==> src/rtl/alu_multicycle.sv <==
// Registered EX-stage ALU with iterative shift-add multiply and restoring divide.
// Every operation uses the same start/busy/done handshake so the control FSM can stall uniformly.
module alu_multicycle #(
    parameter int WIDTH = 32
) (
    input  logic             CLK,
    input  logic             RST,
    input  logic             start,
    input  logic [3:0]       op,
    input  logic [WIDTH-1:0] srcA,
    input  logic [WIDTH-1:0] srcB,
    output logic [WIDTH-1:0] result,
    output logic [WIDTH-1:0] hi,
    output logic             zero,
    output logic             div_by_zero,
    output logic             busy,
    output logic             done
);

    localparam int SHW = $clog2(WIDTH);

    localparam logic [3:0] OP_ADD  = 4'd0;
    localparam logic [3:0] OP_SUB  = 4'd1;
    localparam logic [3:0] OP_AND  = 4'd2;
    localparam logic [3:0] OP_OR   = 4'd3;
    localparam logic [3:0] OP_SLL  = 4'd4;
    localparam logic [3:0] OP_SLT  = 4'd5;
    localparam logic [3:0] OP_SLTU = 4'd6;
    localparam logic [3:0] OP_XOR  = 4'd7;
    localparam logic [3:0] OP_SRL  = 4'd8;
    localparam logic [3:0] OP_SRA  = 4'd9;
    localparam logic [3:0] OP_MULU = 4'd10;
    localparam logic [3:0] OP_DIVU = 4'd12;

    typedef enum logic [1:0] {
        IDLE,
        ITER,
        FIN
    } stateType;

    stateType         state;
    logic [WIDTH-1:0] count;
    logic             isDiv;
    logic [WIDTH-1:0] opB;
    logic [WIDTH-1:0] accHi;
    logic [WIDTH-1:0] accLo;

    logic [WIDTH-1:0] aluOut;
    logic [SHW-1:0]   shAmt;
    logic [WIDTH:0]   mulSum;
    logic [WIDTH:0]   divShift;
    logic [WIDTH:0]   divDiff;
    logic [WIDTH-1:0] nextHi;
    logic [WIDTH-1:0] nextLo;

    assign shAmt = srcA[SHW-1:0];

    // Single-cycle results come straight from the live operands, captured on the start edge.
    always_comb begin
        aluOut = '0;
        case (op)
            OP_ADD:  aluOut = srcA + srcB;
            OP_SUB:  aluOut = srcA - srcB;
            OP_AND:  aluOut = srcA & srcB;
            OP_OR:   aluOut = srcA | srcB;
            OP_XOR:  aluOut = srcA ^ srcB;
            OP_SLL:  aluOut = srcB << shAmt;
            OP_SRL:  aluOut = srcB >> shAmt;
            OP_SRA:  aluOut = $unsigned($signed(srcB) >>> shAmt);
            OP_SLT:  aluOut = {{(WIDTH-1){1'b0}}, ($signed(srcA) < $signed(srcB))};
            OP_SLTU: aluOut = {{(WIDTH-1){1'b0}}, (srcA < srcB)};
            default: aluOut = '0;
        endcase
    end

    // One iteration step; the last step is written straight into the outputs on the way to FIN.
    always_comb begin
        mulSum   = {1'b0, accHi} + (accLo[0] ? {1'b0, opB} : {(WIDTH+1){1'b0}});
        divShift = {accHi, accLo[WIDTH-1]};
        divDiff  = divShift - {1'b0, opB};
        nextHi   = '0;
        nextLo   = '0;
        if (isDiv) begin
            if (!divDiff[WIDTH]) begin
                nextHi = divDiff[WIDTH-1:0];
                nextLo = {accLo[WIDTH-2:0], 1'b1};
            end else begin
                nextHi = divShift[WIDTH-1:0];
                nextLo = {accLo[WIDTH-2:0], 1'b0};
            end
        end else begin
            nextHi = mulSum[WIDTH:1];
            nextLo = {mulSum[0], accLo[WIDTH-1:1]};
        end
    end

    // Control FSM with registered handshake and result outputs.
    always_ff @(posedge CLK) begin
        if (!RST) begin
            state       <= IDLE;
            count       <= '0;
            isDiv       <= 1'b0;
            opB         <= '0;
            accHi       <= '0;
            accLo       <= '0;
            result      <= '0;
            hi          <= '0;
            zero        <= 1'b1;
            div_by_zero <= 1'b0;
            busy        <= 1'b0;
            done        <= 1'b0;
        end else begin
            case (state)
                IDLE: begin
                    done <= 1'b0;
                    if (start) begin
                        busy  <= 1'b1;
                        count <= '0;
                        opB   <= srcB;
                        accHi <= '0;
                        accLo <= srcA;
                        if (op == OP_MULU) begin
                            isDiv <= 1'b0;
                            state <= ITER;
                        end else if (op == OP_DIVU && srcB != '0) begin
                            isDiv <= 1'b1;
                            state <= ITER;
                        end else if (op == OP_DIVU) begin
                            result      <= '1;
                            hi          <= srcA;
                            zero        <= 1'b0;
                            div_by_zero <= 1'b1;
                            done        <= 1'b1;
                            state       <= FIN;
                        end else begin
                            result      <= aluOut;
                            hi          <= '0;
                            zero        <= (aluOut == '0);
                            div_by_zero <= 1'b0;
                            done        <= 1'b1;
                            state       <= FIN;
                        end
                    end
                end
                ITER: begin
                    count <= count + 1'b1;
                    accHi <= nextHi;
                    accLo <= nextLo;
                    if (count == WIDTH'(WIDTH - 1)) begin
                        result      <= nextLo;
                        hi          <= nextHi;
                        zero        <= (nextLo == '0);
                        div_by_zero <= 1'b0;
                        done        <= 1'b1;
                        state       <= FIN;
                    end
                end
                FIN: begin
                    done  <= 1'b0;
                    busy  <= 1'b0;
                    state <= IDLE;
                end
                default: begin
                    done  <= 1'b0;
                    busy  <= 1'b0;
                    state <= IDLE;
                end
            endcase
        end
    end

endmodule

==> config.mk <==
export PLATFORM = sky130hd
export DESIGN_NAME = alu_multicycle
export DESIGN_NICKNAME = d
export VERILOG_FILES = /design/src/rtl/alu_multicycle.sv
export SDC_FILE = /design/constraint.sdc
export NUM_CORES = 1
export LEC_CHECK = 0
export ABC_AREA = 1
export CORE_ASPECT_RATIO = 2
export CORE_UTILIZATION = 30
export DETAILED_ROUTE_END_ITERATION = 6
export RECOVER_POWER = 25
export SETUP_SLACK_MARGIN = 0.2
export SYNTH_ARGS = -nofsm -noshare
export SYNTH_HDL_FRONTEND = slang
export SYNTH_SLANG_ARGS = --single-unit
export TNS_END_PERCENT = 50
==> constraint.sdc <==
create_clock -name CLK -period 7.9 [get_ports CLK]
set_input_delay 1.58 -clock CLK [delete_from_list [all_inputs] [get_ports CLK]]
set_output_delay 1.58 -clock CLK [all_outputs]
set_load 0.05 [all_outputs]
==> impl_metrics.csv <==
group,metric,value,unit
yosys,synth.distinct_cells,58,
floorplan,num_rows,144,
clock_network,clock_latency,0.55,ns
clock_network,clock_path_buffers,3,
grt,grt-ovfl-total,0,
place,place_ws,1.623,ns
yosys,avgSynthCellArea,5.547,um^2
power,leakagePower,12.99,nW
timing,fin_tns_setup,0,ns
drt,drc,10,
timing,hold_violations,0,
worst_setup_path,path_class,"in2reg",
drt,route.detailed.wl_per_inst,29.21,um
power,peakVddDrop,117.5,uV
grt,grt_pass1_wl,214000,um
grt,use_met3,7.884,%
floorplan,dieHeight,397.2,um
grt,grt_util_met2,66.70,%
yosys,synth_top_area_share,18.89,%
place,io_buffers,138,
power,p_per_area,152.7,mW/mm^2
worst_setup_path,path_max_fanout,52,
yosys,synth_nets,4462,
timing,slew_viol_final,53,
status,outcome,"complete, but fails checks",
yosys,netlist_area,0.02342,mm^2
clock_network,cts_made_buffers,25,
grt,grtUsageTotal,38.86,%
place,gp_congestion,1.091,
grt,busiest_layer,"met2",
timing,fin_crit_sh,82.29,%
timing,rsz0062_at_grt,"no",
floorplan,initial_utilization,30.38,%
grt,antenna_found_initial,13,
clock_network,ctsHoldBuffers,0,
min_path,hold_path.class,"reg2reg",
cells_and_area,nets,4495,
worst_setup_path,worstSetupStartpointType,"input pin",
grt,grtUsageMet1,35.54,%
cells_and_area,drive_gt1_share,3.754,%
grt,grt_pass1_vias,29690,
yosys,synth.most_common_cell,"nand2_1",
floorplan,dieArea,0.07927,mm^2
timing,relSlewSlack,-21.52,%
floorplan,core_area,0.07711,mm^2
yosys,synth-edff-count,0,
clock_network,clock-sinks,199,
yosys,synth_seq_cells,199,
clock_network,cts.reportedPaths.clkPinSlew,0.08,ns
yosys,synth_cells,4223,
yosys,yosysTopAreaCell,"nand2_1",
timing,max_freq,0.1538,GHz
worst_setup_path,critPathMaxStageDelay,1.33,ns
clock_network,cts_resized,0,
status,violations,"design-rule violations, max-capacitance violations, max-slew violations",
worst_setup_path,required,8.37,ns
yosys,yosys_warnings,0,
cells_and_area,post-route-util,34.34,%
drt,drtAntennaViolNets,0,
yosys,seq_area_frac_synth,17.01,%
worst_setup_path,cp.arrival,6.97,ns
cells_and_area,syn_to_final_growth,13.04,%
yosys,async_flop_share,0,%
worst_setup_path,crit_path_frequent_cell,"inv_1",
clock_network,cts_tree,"yes",
grt,grt_max_degree,75,
cells_and_area,fillerInstances,9149,
clock_network,post_cts_buffers,0,
yosys,yosys-top-cells-area,"nand2_1 19%, dfxtp_1 17%, nand3_1 12%",
floorplan,ioPinCount,139,
drt,drt_wl_total,154600,um
drt,dr.pass1.iters,7,
drt,drtIter0Drc,2910,
timing,setup_viol,0,
clock_network,root_buffer,"clkbuf_16",
cells_and_area,stdcell_area,0.02648,mm^2
worst_setup_path,critPathCaptureType,"flip-flop",
clock_network,h-tree-depth,4,
timing,skew,0.03412,ns
run,max_cap_viol_count,1,
timing,tightest_slew,1.818,ns
drt,num_vias,30100,
worst_setup_path,cpMaxStageDelayCell,"nand2_1",
place,hpwl,121600,um
yosys,synthTopCellsByCount,"1179 x nand2_1, 585 x inv_1, 552 x nand3_1",
yosys,synth_ff_type,"dfxtp_1",
timing,min_period,6.501,ns
timing,setup_ws,1.399,ns
worst_setup_path,worstPathCellList,"dlygate4sd3_1 > nand2_1 > clkinv_1 > nor2_4 > inv_1 > nand3_2 > a21oi_2 > inv_1 > buf_4 > o21ai_0 > a21oi_1",
place,placed_area,0.02570,mm^2
drt,viasPerCell,5.688,
floorplan,die_w,199.6,um
## sequential cells by signal, indices dropped and copies added (netlist names), 2 cells and up
| name | flops |
|---|---|
| accHi | 32 |
| accLo | 32 |
| hi | 32 |
| count | 32 |
| opB | 32 |
| state | 2 |
| result | 32 |
## path summary, 6_finish.rpt
| kind | start | endpoint | slack, ns | cells after the start |
|---|---|---|---|---|
| max | start | hi[27]$_SDFFE_PN0P_ | 1.40 | 11 |
| min | result[21]$_SDFFE_PN0P_ | result[21]$_SDFFE_PN0P_ | 0.46 | 2 |
| max reg2reg | state[1]$_SDFFE_PN0P_ | hi[27]$_SDFFE_PN0P_ | 2.55 | 11 |
| min reg2reg | result[21]$_SDFFE_PN0P_ | result[21]$_SDFFE_PN0P_ | 0.46 | 2 |
## through the flow
step | cells | power (W) | hold slack (ns)
after floorplan | 4223 | 0.002125 | 0.4378
after global placement | 5251 | 0.002860 | 0.4508
after detailed placement | 5251 | 0.002850 | 0.4535
after CTS | 5284 | 0.003990 | 0.4653
after global routing | 5286 | 0.004174 | 0.4926
final | 5292 | 0.004043 | 0.4650
## routing by layer
| metal | part of all wire [%] | vias up |
|---|---|---|
| met4 | 14 | 8 |
| met5 | 0.025 | - |
| li1 | - | 13890 |
| met3 | 6.3 | 644 |
| met1 | 31 | 14090 |
| met2 | 48 | 1476 |
## cell type report
| cell class | instances | area, um^2 | area share, % |
|---|---|---|---|
| Clock inverter | 4 | 73.82 | 0.2788 |
| Inverter | 597 | 2241 | 8.463 |
| Multi-Input combinational cell | 3237 | 16390 | 61.88 |
| Timing Repair Buffer | 196 | 1799 | 6.795 |
| Sequential cell | 199 | 3989 | 15.06 |
| Tap cell | 1022 | 1279 | 4.829 |
| Clock buffer | 29 | 691.9 | 2.613 |
| Antenna cell | 8 | 20.02 | 0.07560 |
## power by group
part           switching [W]  internal, W  leakage, nW  total (W)
sequential         0.0000782      0.00108         1.63    0.00116
clock               0.000465     0.000681        0.378    0.00115
combinational        0.00131     0.000433         11.0    0.00174
total                0.00185      0.00219         13.0    0.00404
## cells in the final DEF, fill, tap and decap left out, types with 18 or more instances in the layout
cell             synthesis  layout
nand2_1               1179    1180
inv_1                  585     584
nand3_1                552     551
nor2_1                 348     346
a21oi_1                344     344
o21ai_0                272     272
dfxtp_1                199     197
ha_1                   164     164
clkdlybuf4s50_1          0     100
nand4_1                 59      59
buf_4                    2      59
o211ai_1                42      42
dlygate4sd3_1            0      34
nor3_1                  33      32
nor4_1                  31      31
o22ai_1                 26      26
clkbuf_16                0      26
a31oi_1                 18      18
## logic make-up (layout without fill, tap and decap cells)
logic type	count (synthesis)	count (layout)	synth area share, %
other	0	8	0
xor gates and xnor gates	28	28	1.047
DFF	199	199	17.01
and+or+nand+nor	2257	2257	41.14
AOI/OAI and AO/OA	784	784	18.57
adders and majority gates	168	168	9.102
buffers and inverters	787	826	13.13
## critical path, delay by kind of cell
family / cells / cell delay, ns
buffers and inverters: 5 / 2.62
AO/OA/AOI/OAI: 3 / 0.66
AND/OR/NAND/NOR: 3 / 2.04
(Power assumes the default switching activity.)
